**config.mk**
```make
export PLATFORM = sky130hd
export DESIGN_NAME = uart_fifo_wb
export DESIGN_NICKNAME = d
export VERILOG_FILES = /design/src/rtl/uart_fifo_wb.sv
export SDC_FILE = /design/constraint.sdc
export NUM_CORES = 1
export LEC_CHECK = 0
export ABC_CLOCK_PERIOD_IN_PS = 7350
export BUFFER_PORTS_ARGS = -buffer_cell sky130_fd_sc_hd__buf_2
export CORE_MARGIN = 4
export CORE_UTILIZATION = 60
export DETAILED_ROUTE_END_ITERATION = 7
export GPL_ROUTABILITY_DRIVEN = 0
export PLACE_DENSITY = 0.79
export SLEW_MARGIN = 25
export SYNTH_ARGS = -nofsm -noshare
export SYNTH_HDL_FRONTEND = slang
export SYNTH_SLANG_ARGS = --single-unit
```
**constraint.sdc**
```tcl
create_clock -name CLK_I -period 7.35 [get_ports CLK_I]
set_clock_uncertainty 0.2 [all_clocks]
set_input_delay 0.735 -clock CLK_I [delete_from_list [all_inputs] [get_ports CLK_I]]
set_output_delay 0.735 -clock CLK_I [all_outputs]
set_load 0.01 [all_outputs]
```
**src/rtl/uart_fifo_wb.sv**
```systemverilog
// uart_fifo_wb: Wishbone UART with TX/RX FIFOs, runtime baud divisor, 1/2 stop bits and watermark IRQ
module uart_fifo_wb #(
    parameter int CLOCK_FREQ_HZ = 115200 * 32,
    parameter int BAUD_RATE     = 115200,
    parameter int FIFO_DEPTH    = 8,
    parameter int DATA_BITS     = 8
) (
    input  logic        CLK_I,
    input  logic        RST_I,
    input  logic [2:0]  ADR_I,
    input  logic [31:0] DAT_I,
    input  logic        CYC_I,
    input  logic        STB_I,
    input  logic        WE_I,
    output logic [31:0] DAT_O,
    output logic        ACK_O,
    input  logic        rxd,
    output logic        txd,
    output logic        interrupt
);
    localparam int AW = $clog2(FIFO_DEPTH);
    localparam int CW = AW + 1;
    localparam logic [15:0] DIV_RST = 16'(CLOCK_FREQ_HZ / BAUD_RATE - 1);
    typedef enum logic [1:0] {IDLE, START, DATA, STOP} state_t;
    state_t tx_state, tx_next, rx_state, rx_next;
    logic txen, nstop, rxen, overrun, tx_two;
    logic [7:0] txcnt, rxcnt;
    logic [1:0] ie, ip, rx_sync;
    logic [15:0] div, tx_cnt, rx_cnt;
    logic [2:0] tx_bit, rx_bit;
    logic [31:0] rdata;
    logic [DATA_BITS-1:0] tx_mem [FIFO_DEPTH];
    logic [DATA_BITS-1:0] rx_mem [FIFO_DEPTH];
    logic [DATA_BITS-1:0] tx_sh, rx_sh;
    logic [AW-1:0] tx_wp, tx_rp, rx_wp, rx_rp;
    logic [CW-1:0] tx_count, rx_count;
    logic wr, rd, req, div_wr, tx_push, tx_pop, rx_push, rx_pop, rx_frame_ok;
    logic tx_full, tx_empty, rx_full, rx_empty, tx_tick, rx_tick, tx_last, rx_last, rx_s, rx_prev;
    logic unused;
    assign unused = &{1'b0, DAT_I[30:24]};
    assign req = CYC_I && STB_I && !ACK_O;
    assign wr = ACK_O && WE_I;
    assign rd = ACK_O && !WE_I;
    assign div_wr = wr && ADR_I == 3'd6;
    assign tx_full = tx_count == CW'(FIFO_DEPTH);
    assign rx_full = rx_count == CW'(FIFO_DEPTH);
    assign tx_empty = tx_count == '0;
    assign rx_empty = rx_count == '0;
    assign tx_push = wr && ADR_I == 3'd0 && !tx_full;
    assign rx_pop = rd && ADR_I == 3'd1 && !rx_empty;
    assign ip = {9'(rx_count) > {1'b0, rxcnt}, 9'(tx_count) < {1'b0, txcnt}};
    always_comb begin
        rdata = '0;
        case (ADR_I)
            3'd0: rdata = {tx_full, 31'b0};
            3'd1: rdata = {rx_empty, 23'b0, rx_empty ? 8'b0 : 8'(rx_mem[rx_rp])};
            3'd2: rdata = {8'b0, txcnt, 14'b0, nstop, txen};
            3'd3: rdata = {overrun, 7'b0, rxcnt, 15'b0, rxen};
            3'd4: rdata = {30'b0, ie};
            3'd5: rdata = {30'b0, ip};
            3'd6: rdata = {16'b0, div};
            default: rdata = '0;
        endcase
    end
    // Side effects use the address/data the master still holds during the ACK cycle.
    always_ff @(posedge CLK_I or posedge RST_I)
        if (RST_I) begin
            ACK_O <= 1'b0;
            DAT_O <= '0;
            interrupt <= 1'b0;
            {txen, nstop, rxen, overrun} <= '0;
            {txcnt, rxcnt, ie} <= '0;
            div <= DIV_RST;
        end else begin
            ACK_O <= req;
            DAT_O <= req && !WE_I ? rdata : '0;
            interrupt <= |(ie & ip);
            if (wr && ADR_I == 3'd2) {txcnt, nstop, txen} <= {DAT_I[23:16], DAT_I[1:0]};
            if (wr && ADR_I == 3'd3) {rxcnt, rxen} <= {DAT_I[23:16], DAT_I[0]};
            if (wr && ADR_I == 3'd3 && DAT_I[31]) overrun <= 1'b0;
            if (rx_push && rx_full) overrun <= 1'b1;
            if (wr && ADR_I == 3'd4) ie <= DAT_I[1:0];
            if (div_wr) div <= DAT_I[15:0];
        end
    always_ff @(posedge CLK_I) begin
        if (tx_push) tx_mem[tx_wp] <= DAT_I[DATA_BITS-1:0];
        if (rx_push && !rx_full) rx_mem[rx_wp] <= rx_sh;
    end
    always_ff @(posedge CLK_I or posedge RST_I)
        if (RST_I) begin
            {tx_wp, tx_rp, rx_wp, rx_rp} <= '0;
            {tx_count, rx_count} <= '0;
        end else begin
            tx_wp <= tx_wp + AW'(tx_push);
            tx_rp <= tx_rp + AW'(tx_pop);
            tx_count <= tx_count + CW'(tx_push) - CW'(tx_pop);
            rx_wp <= rx_wp + AW'(rx_push && !rx_full);
            rx_rp <= rx_rp + AW'(rx_pop);
            rx_count <= rx_count + CW'(rx_push && !rx_full) - CW'(rx_pop);
        end
    assign tx_tick = tx_cnt == div;
    assign tx_last = tx_bit == 3'(DATA_BITS - 1);
    assign txd = tx_state == START ? 1'b0 : tx_state == DATA ? tx_sh[0] : 1'b1;
    // The stop state chains straight into the next start so back-to-back frames have no idle gap.
    always_comb begin
        tx_next = tx_state;
        tx_pop = 1'b0;
        case (tx_state)
            IDLE: begin
                tx_pop = txen && !tx_empty;
                tx_next = tx_pop ? START : IDLE;
            end
            START: tx_next = tx_tick ? DATA : START;
            DATA: tx_next = tx_tick && tx_last ? STOP : DATA;
            STOP: if (tx_tick && (!tx_two || tx_bit[0])) begin
                tx_pop = txen && !tx_empty;
                tx_next = tx_pop ? START : IDLE;
            end
            default: tx_next = IDLE;
        endcase
    end
    always_ff @(posedge CLK_I or posedge RST_I)
        if (RST_I) begin
            tx_state <= IDLE;
            tx_cnt <= '0;
            tx_bit <= '0;
            tx_sh <= '0;
            tx_two <= 1'b0;
        end else begin
            tx_state <= tx_next;
            tx_cnt <= tx_state == IDLE || tx_tick || div_wr ? '0 : tx_cnt + 16'd1;
            if (tx_pop) begin
                tx_sh <= tx_mem[tx_rp];
                tx_two <= nstop;
                tx_bit <= '0;
            end else if (tx_tick && tx_state == DATA) begin
                tx_sh <= tx_sh >> 1;
                tx_bit <= tx_last ? 3'd0 : tx_bit + 3'd1;
            end else if (tx_tick && tx_state == STOP) tx_bit <= tx_bit + 3'd1;
        end
    assign rx_s = rx_sync[1];
    assign rx_tick = rx_cnt == (rx_state == START ? div >> 1 : div);
    assign rx_last = rx_bit == 3'(DATA_BITS - 1);
    assign rx_frame_ok = rx_state == STOP && rx_tick;
    assign rx_push = rx_frame_ok && rx_s;
    always_comb begin
        rx_next = rx_state;
        case (rx_state)
            IDLE: rx_next = rxen && rx_prev && !rx_s ? START : IDLE;
            START: rx_next = rx_tick ? (rx_s ? IDLE : DATA) : START;
            DATA: rx_next = rx_tick && rx_last ? STOP : DATA;
            STOP: rx_next = rx_tick ? IDLE : STOP;
            default: rx_next = IDLE;
        endcase
    end
    always_ff @(posedge CLK_I or posedge RST_I)
        if (RST_I) begin
            rx_state <= IDLE;
            rx_sync <= 2'b11;
            rx_prev <= 1'b1;
            rx_cnt <= '0;
            rx_bit <= '0;
            rx_sh <= '0;
        end else begin
            rx_sync <= {rx_sync[0], rxd};
            rx_prev <= rx_s;
            rx_state <= rx_next;
            rx_cnt <= rx_state == IDLE || rx_tick || div_wr ? '0 : rx_cnt + 16'd1;
            if (rx_state == IDLE) rx_bit <= '0;
            else if (rx_tick && rx_state == DATA) begin
                rx_sh <= {rx_s, rx_sh[DATA_BITS-1:1]};
                rx_bit <= rx_bit + 3'd1;
            end
        end
endmodule

```
=== Word-level counts from Yosys, hierarchy flattened ===
Memory sizes are Yosys's and may differ from the RTL's.
Index checks and enable logic that the tools add are counted.

* Flip-flop bits (word level): 154
* Bits in writable memories: 128
* Word-level logic and storage cells: 151
* Memories kept: 2

* Add/subtract/negate cells: 12
* $lt $le $gt $ge: 2
* Eq/ne operators: 19
* Multiplexer cells: 35
* Bitwise gates (word level): 2
* Reduce and logical (&&, ||, !) cells: 51

{| class="wikitable"
|+ Memory list
! memory !! words !! bits a word !! read ports !! clocked after memory_dff !! wr ports !! RTL line !! source
|-
| rx_mem || 8 || 8 || 1 || 0 || 1 || 33 || <nowiki>logic [DATA_BITS-1:0] rx_mem [FIFO_DEPTH];</nowiki>
|-
| tx_mem || 8 || 8 || 1 || 0 || 1 || 32 || <nowiki>logic [DATA_BITS-1:0] tx_mem [FIFO_DEPTH];</nowiki>
|}

{| class="wikitable"
|+ Operators with widths
! operator !! count
|-
| one-hot mux 32 bit (7 select lines) || 1
|-
| 2-to-1 mux 16 bit || 3
|-
| adder 16 x 1 -> 16 bit, second input constant || 2
|-
| equality test 16 bit || 2
|-
| 2-to-1 mux 32 bit || 1
|-
| logical AND 1 bit || 27
|-
| 2-to-1 mux 8 bit || 3
|-
| 2-to-1 mux 3 bit || 6
|-
| one-hot mux 2 bit (4 select lines) || 2
|-
| equality test 3 bit, second input constant || 5
|-
| 2-to-1 mux 1 bit || 13
|-
| adder 3 x 1 -> 3 bit || 4
|-
| 2-to-1 mux 2 bit || 5
|-
| adder 4 x 1 -> 4 bit || 2
|-
| equality test 2 bit, second input constant || 4
|-
| equality test 4 bit, second input constant || 2
|-
| > comparator 4 x 8 -> 1 bit || 1
|-
| zero test 1 bit || 8
|-
| zero test 4 bit || 2
|-
| less-than comparator 4 x 8 -> 1 bit || 1
|-
| subtractor 4 x 1 -> 4 bit || 2
|-
| adder 3 x 1 -> 3 bit, second input constant || 2
|-
| equality test 3 x 2 -> 1 bit, second input constant || 2
|-
| nonzero test 2 bit || 3
|-
| 12 further kinds || 18
|}

=== Longest topological paths before layout ===
* Word-level depth: 8
* Mapped depth: 14
* Gate-level depth less buffers: 12

=== Worst setup path before layout ===
No wires, ideal clock.

* Kind: register to register
* From: reg rx_cnt[0]
* To: mem rx_mem[2][0], enable pin
* Setup time: 395 ps
* Data arrival time: 2817 ps
* Slack: 3938 ps
* Cell stages (with the launch flop): 9
* Path buffers: 2
* Path through: dfrtp_1 buf_2 or2_1 a2111oi_0 nor2_1 a2111oi_2 nand3_2 clkbuf_1 nor4_1

* Longest elaborated chain between the ends: 6

{| class="wikitable"
|+ Ends and longest elaborated chain
! what !! RTL line !! source
|-
| from (decl) || 29 || <nowiki>logic [15:0] div, tx_cnt, rx_cnt;</nowiki>
|-
| from (signal assigned) || 168 || <nowiki>rx_cnt <= rx_state == IDLE || rx_tick || div_wr ? '0 : rx_cnt + 16'd1;</nowiki>
|-
| equality test 16 bit || 142 || <nowiki>assign rx_tick = rx_cnt == (rx_state == START ? div >> 1 : div);</nowiki>
|-
| logical AND 1 bit || 144 || <nowiki>assign rx_frame_ok = rx_state == STOP && rx_tick;</nowiki>
|-
| logical AND 1 bit || 145 || <nowiki>assign rx_push = rx_frame_ok && rx_s;</nowiki>
|-
| logical AND 1 bit || 87 || <nowiki>if (rx_push && !rx_full) rx_mem[rx_wp] <= rx_sh;</nowiki>
|-
| 2-to-1 mux 1 bit || 87 ||
|-
| 2-to-1 mux 1 bit (not written as such) || 87 ||
|-
| to (decl) || 33 ||
|}

Every way passes these cells.

=== Worst setup path after layout ===
* From: reg rx_state[0]
* To: reg rx_count[2]

* Longest elaborated chain between the ends: 8

{| class="wikitable"
|+ Ends and longest elaborated chain
! what !! RTL line !! source
|-
| from (decl) || 25 || <nowiki>state_t tx_state, tx_next, rx_state, rx_next;</nowiki>
|-
| from (signal assigned) || 167 || <nowiki>rx_state <= rx_next;</nowiki>
|-
| equality test 2 x 1 -> 1 bit || 142 ||
|-
| 2-to-1 mux 16 bit || 142 ||
|-
| equality test 16 bit || 142 ||
|-
| logical AND 1 bit (*) || 144 ||
|-
| logical AND 1 bit (*) || 145 ||
|-
| logical AND 1 bit (*) || 99 || <nowiki>rx_count <= rx_count + CW'(rx_push && !rx_full) - CW'(rx_pop);</nowiki>
|-
| adder 4 x 1 -> 4 bit (*) || 99 ||
|-
| subtractor 4 x 1 -> 4 bit (*) || 99 ||
|-
| to (signal assigned) || 99 ||
|-
| to (decl) || 36 || <nowiki>logic [CW-1:0] tx_count, rx_count;</nowiki>
|}

Mark *: on every way between the ends. The rest lies on a longest branch, timed or not.
A chain may end at the register's enable or synchronous reset.

==> impl_metrics.json <==
{
  "synth_area_leaders": "edfxtp_1 (31%), dfrtp_1 (28%), mux4_2 (5.9%)",
  "htree_levels": 1,
  "crit_buf_inv": 2,
  "clkLatencyLatePin_ps": 530,
  "dp_slack_ps": 3085,
  "fmax_mhz": 230.3,
  "dpl_cell_area_mm2": 0.01285,
  "path_max_fanout": 18,
  "placed_cells": 1211,
  "holdWs_ps": 99.51,
  "viasPerCell": 5.805,
  "cts_root_buf": "clkbuf_16",
  "dp_hpwl_um": 16020,
  "cts_resized": 0,
  "yosys_warnings": 0,
  "reg2reg_from": "rx_state[0]",
  "ys_ff_latch": 275,
  "min_period_over_period": 0.5908,
  "synth_edf_count": 128,
  "avgRoutedWirePerCell_um": 19.50,
  "ys.flop_type": "dfrtp_1",
  "status": "finished clean",
  "ctsLongestPathBuffers": 3,
  "cts_buffers": 28,
  "cts_hold_buf": 0,
  "path_cells": "nor2b_2, mux2i_1, xnor2_1, a2111oi_2, nand3_2, or3_1, ha_1, inv_1, ha_1, inv_1, fa_1, xnor2_1",
  "num_io_pins": 76,
  "cp-end-kind": "register",
  "drc": 0,
  "syn-cell-area_mm2": 0.01227,
  "syn_area_per_cell_um2": 13.60,
  "maxCapViolCount": 0,
  "seq_area_frac_synth": 0.6140,
  "nNetsFinal": 1049,
  "critPathArrivalTime_ps": 4560,
  "final.setup.tns_ps": 0,
  "crit_slowest_cell": "nor2b_2",
  "cp_data_required_time_ps": 7570,
  "postCtsSetupBuffers": 0,
  "synth.distinct_cells": 57,
  "netlist_instances": 902,
  "final_max_slew_viol_count": 0,
  "path_clk_slew_ps": 60,
  "yosysTopAreaCell": "edfxtp_1",
  "layout_setup_ws_ps": 3007,
  "stdcell_area_mm2": 0.01391,
  "critPathKind": "register to register",
  "hold_viol_final": 0,
  "initial_core_util": 0.6083,
  "async_reset_ff_frac": 0.5345,
  "cts_sinks": 275,
  "die-area_mm2": 0.02280,
  "ir_drop_mv": 0.1995,
  "p_leak_nw": 5.769,
  "io_buffers": 61,
  "rows": 52,
  "grt_max_degree": 91,
  "rsz0062_at_grt": "false",
  "drive_gt1_frac": 0.2185,
  "powerDensity_mw_per_mm2": 312.3,
  "grt_pass1_vias": 7457,
  "worstRegToRegCells": 12,
  "slew_headroom": 0.4279,
  "cts_tree": "yes",
  "die_w_um": 151.0,
  "crit_path_start": "rx_state[0]",
  "worst_pin_slew_ps": 858.1,
  "max_stage_delay_ps": 670,
  "period_minus_slack_ps": 4343,
  "finalSetupViolations": 0,
  "postRouteWirelength_um": 24650,
  "via_count": 7338,
  "antenna_found_initial": 1,
  "r2r-end": "rx_count[2]",
  "fillerInstances": 1395,
  "hp-class": "primary input to register",
  "crit_path_end": "rx_count[2]",
  "instances_no_fill": 1264,
  "r2r_setup_slack_ps": 3010,
  "drt-initial-drc-count": 473,
  "area_delta_synth_final_pct": 13.37,
  "total_power_mw": 4.343,
  "final_util": 0.6896,
  "die_h_um": 151.0,
  "grt_overflow": 0,
  "fp.coreArea_mm2": 0.02017,
  "grt_pass1_wl_um": 40140,
  "final_antenna_net_count": 0,
  "grt.total_usage": 0.2256,
  "crit_family": "simple AND/OR/NAND/NOR gates",
  "netlist.area_leader.share": 0.3133,
  "path_depth": 12,
  "dr.pass1.iters": 6,
  "cp-start-kind": "register"
}
power breakdown:
group | total [mW] | switching, mW | internal [mW]
Sequential | 1.95 | 0.213 | 1.74
Clock | 1.59 | 0.579 | 1.01
Combinational | 0.798 | 0.395 | 0.403
Total | 4.34 | 1.19 | 3.16
final cells by class:
class	instances	area [um2]	area share
well taps	270	337.8	0.02429
repair buffers	76	417.9	0.03005
diodes	1	2.502	0.0001799
flip-flops and latches	275	7533	0.5417
clock buffers	35	758.2	0.05452
multi-input cells	548	4399	0.3163
clock inverters	17	296.5	0.02132
inverters	42	162.7	0.01169
cell usage after synthesis, types with 9 or more instances:
library cell  instances
xor2_1               21
mux2i_1              33
nor2b_1              17
nor4_1               11
nand4_1              12
dfrtp_1             139
inv_1                42
o21ai_0              22
nand3_1              31
nor2_1               76
mux4_2               32
clkbuf_1             28
nand2b_1             13
mux2_2               36
nor3_1                9
a21oi_1              30
xnor2_1              37
ha_1                 35
and3_1               16
edfxtp_1            128
nand2_1              38
state kept, by name, summed over array words and instances, names as in the netlist, 4 cells and up:
signal and cells:
DAT_O 25, div 16, rx_cnt 16, rx_count 4
rx_mem 64, rx_sh 8, rxcnt 8, tx_cnt 16
tx_count 4, tx_mem 64, tx_sh 8, txcnt 8
logic make-up after synthesis:
group	count (synthesis)	share of synthesized area
flops	275	0.6140
compound gates	90	0.04590
xor+xnor	58	0.04141
other cells	1	0.0003057
fa+ha+maj	37	0.03896
simple gates	247	0.1013
mux	109	0.1285
buf+inv	85	0.02968
cell usage in the layout, fill, tap and decap left out, types with 33 or more instances in the layout:
| master | n |
|---|---|
| buf_2 | 61 |
| dfrtp_1 | 138 |
| edfxtp_1 | 128 |
| ha_1 | 35 |
| inv_1 | 41 |
| mux2_2 | 36 |
| mux2i_1 | 33 |
| nand2_1 | 38 |
| nor2_1 | 75 |
| xnor2_1 | 37 |
per-layer routing:
metal / vias to the layer above / global-route usage / routed length [um]
met5: - / 0 / 0
met4: 0 / 0.05666 / 526
met3: 41 / 0.02663 / 1262
met2: 233 / 0.3836 / 12520
met1: 3673 / 0.3149 / 10350
li1: 3391 / - / -
how the worst min path moves through the flow:
| stage | end | slack, ps | startpoint | cells past startpoint |
|---|---|---|---|---|
| 2_1_floorplan | rx_sync[1] | 150 | rx_sync[0] | 0 |
| 3_3_place_gp | rx_sync[1] | 150 | rx_sync[0] | 0 |
| 3_5_place_dp | rx_sync[1] | 150 | rx_sync[0] | 0 |
| 4_1_cts | rx_sync[0] | 80 | rxd | 1 |
| 5_1_grt | rx_sync[0] | 80 | rxd | 1 |
| 6_report | rx_sync[0] | 100 | rxd | 1 |
No activity file was read; power rests on OpenSTA's default activity.
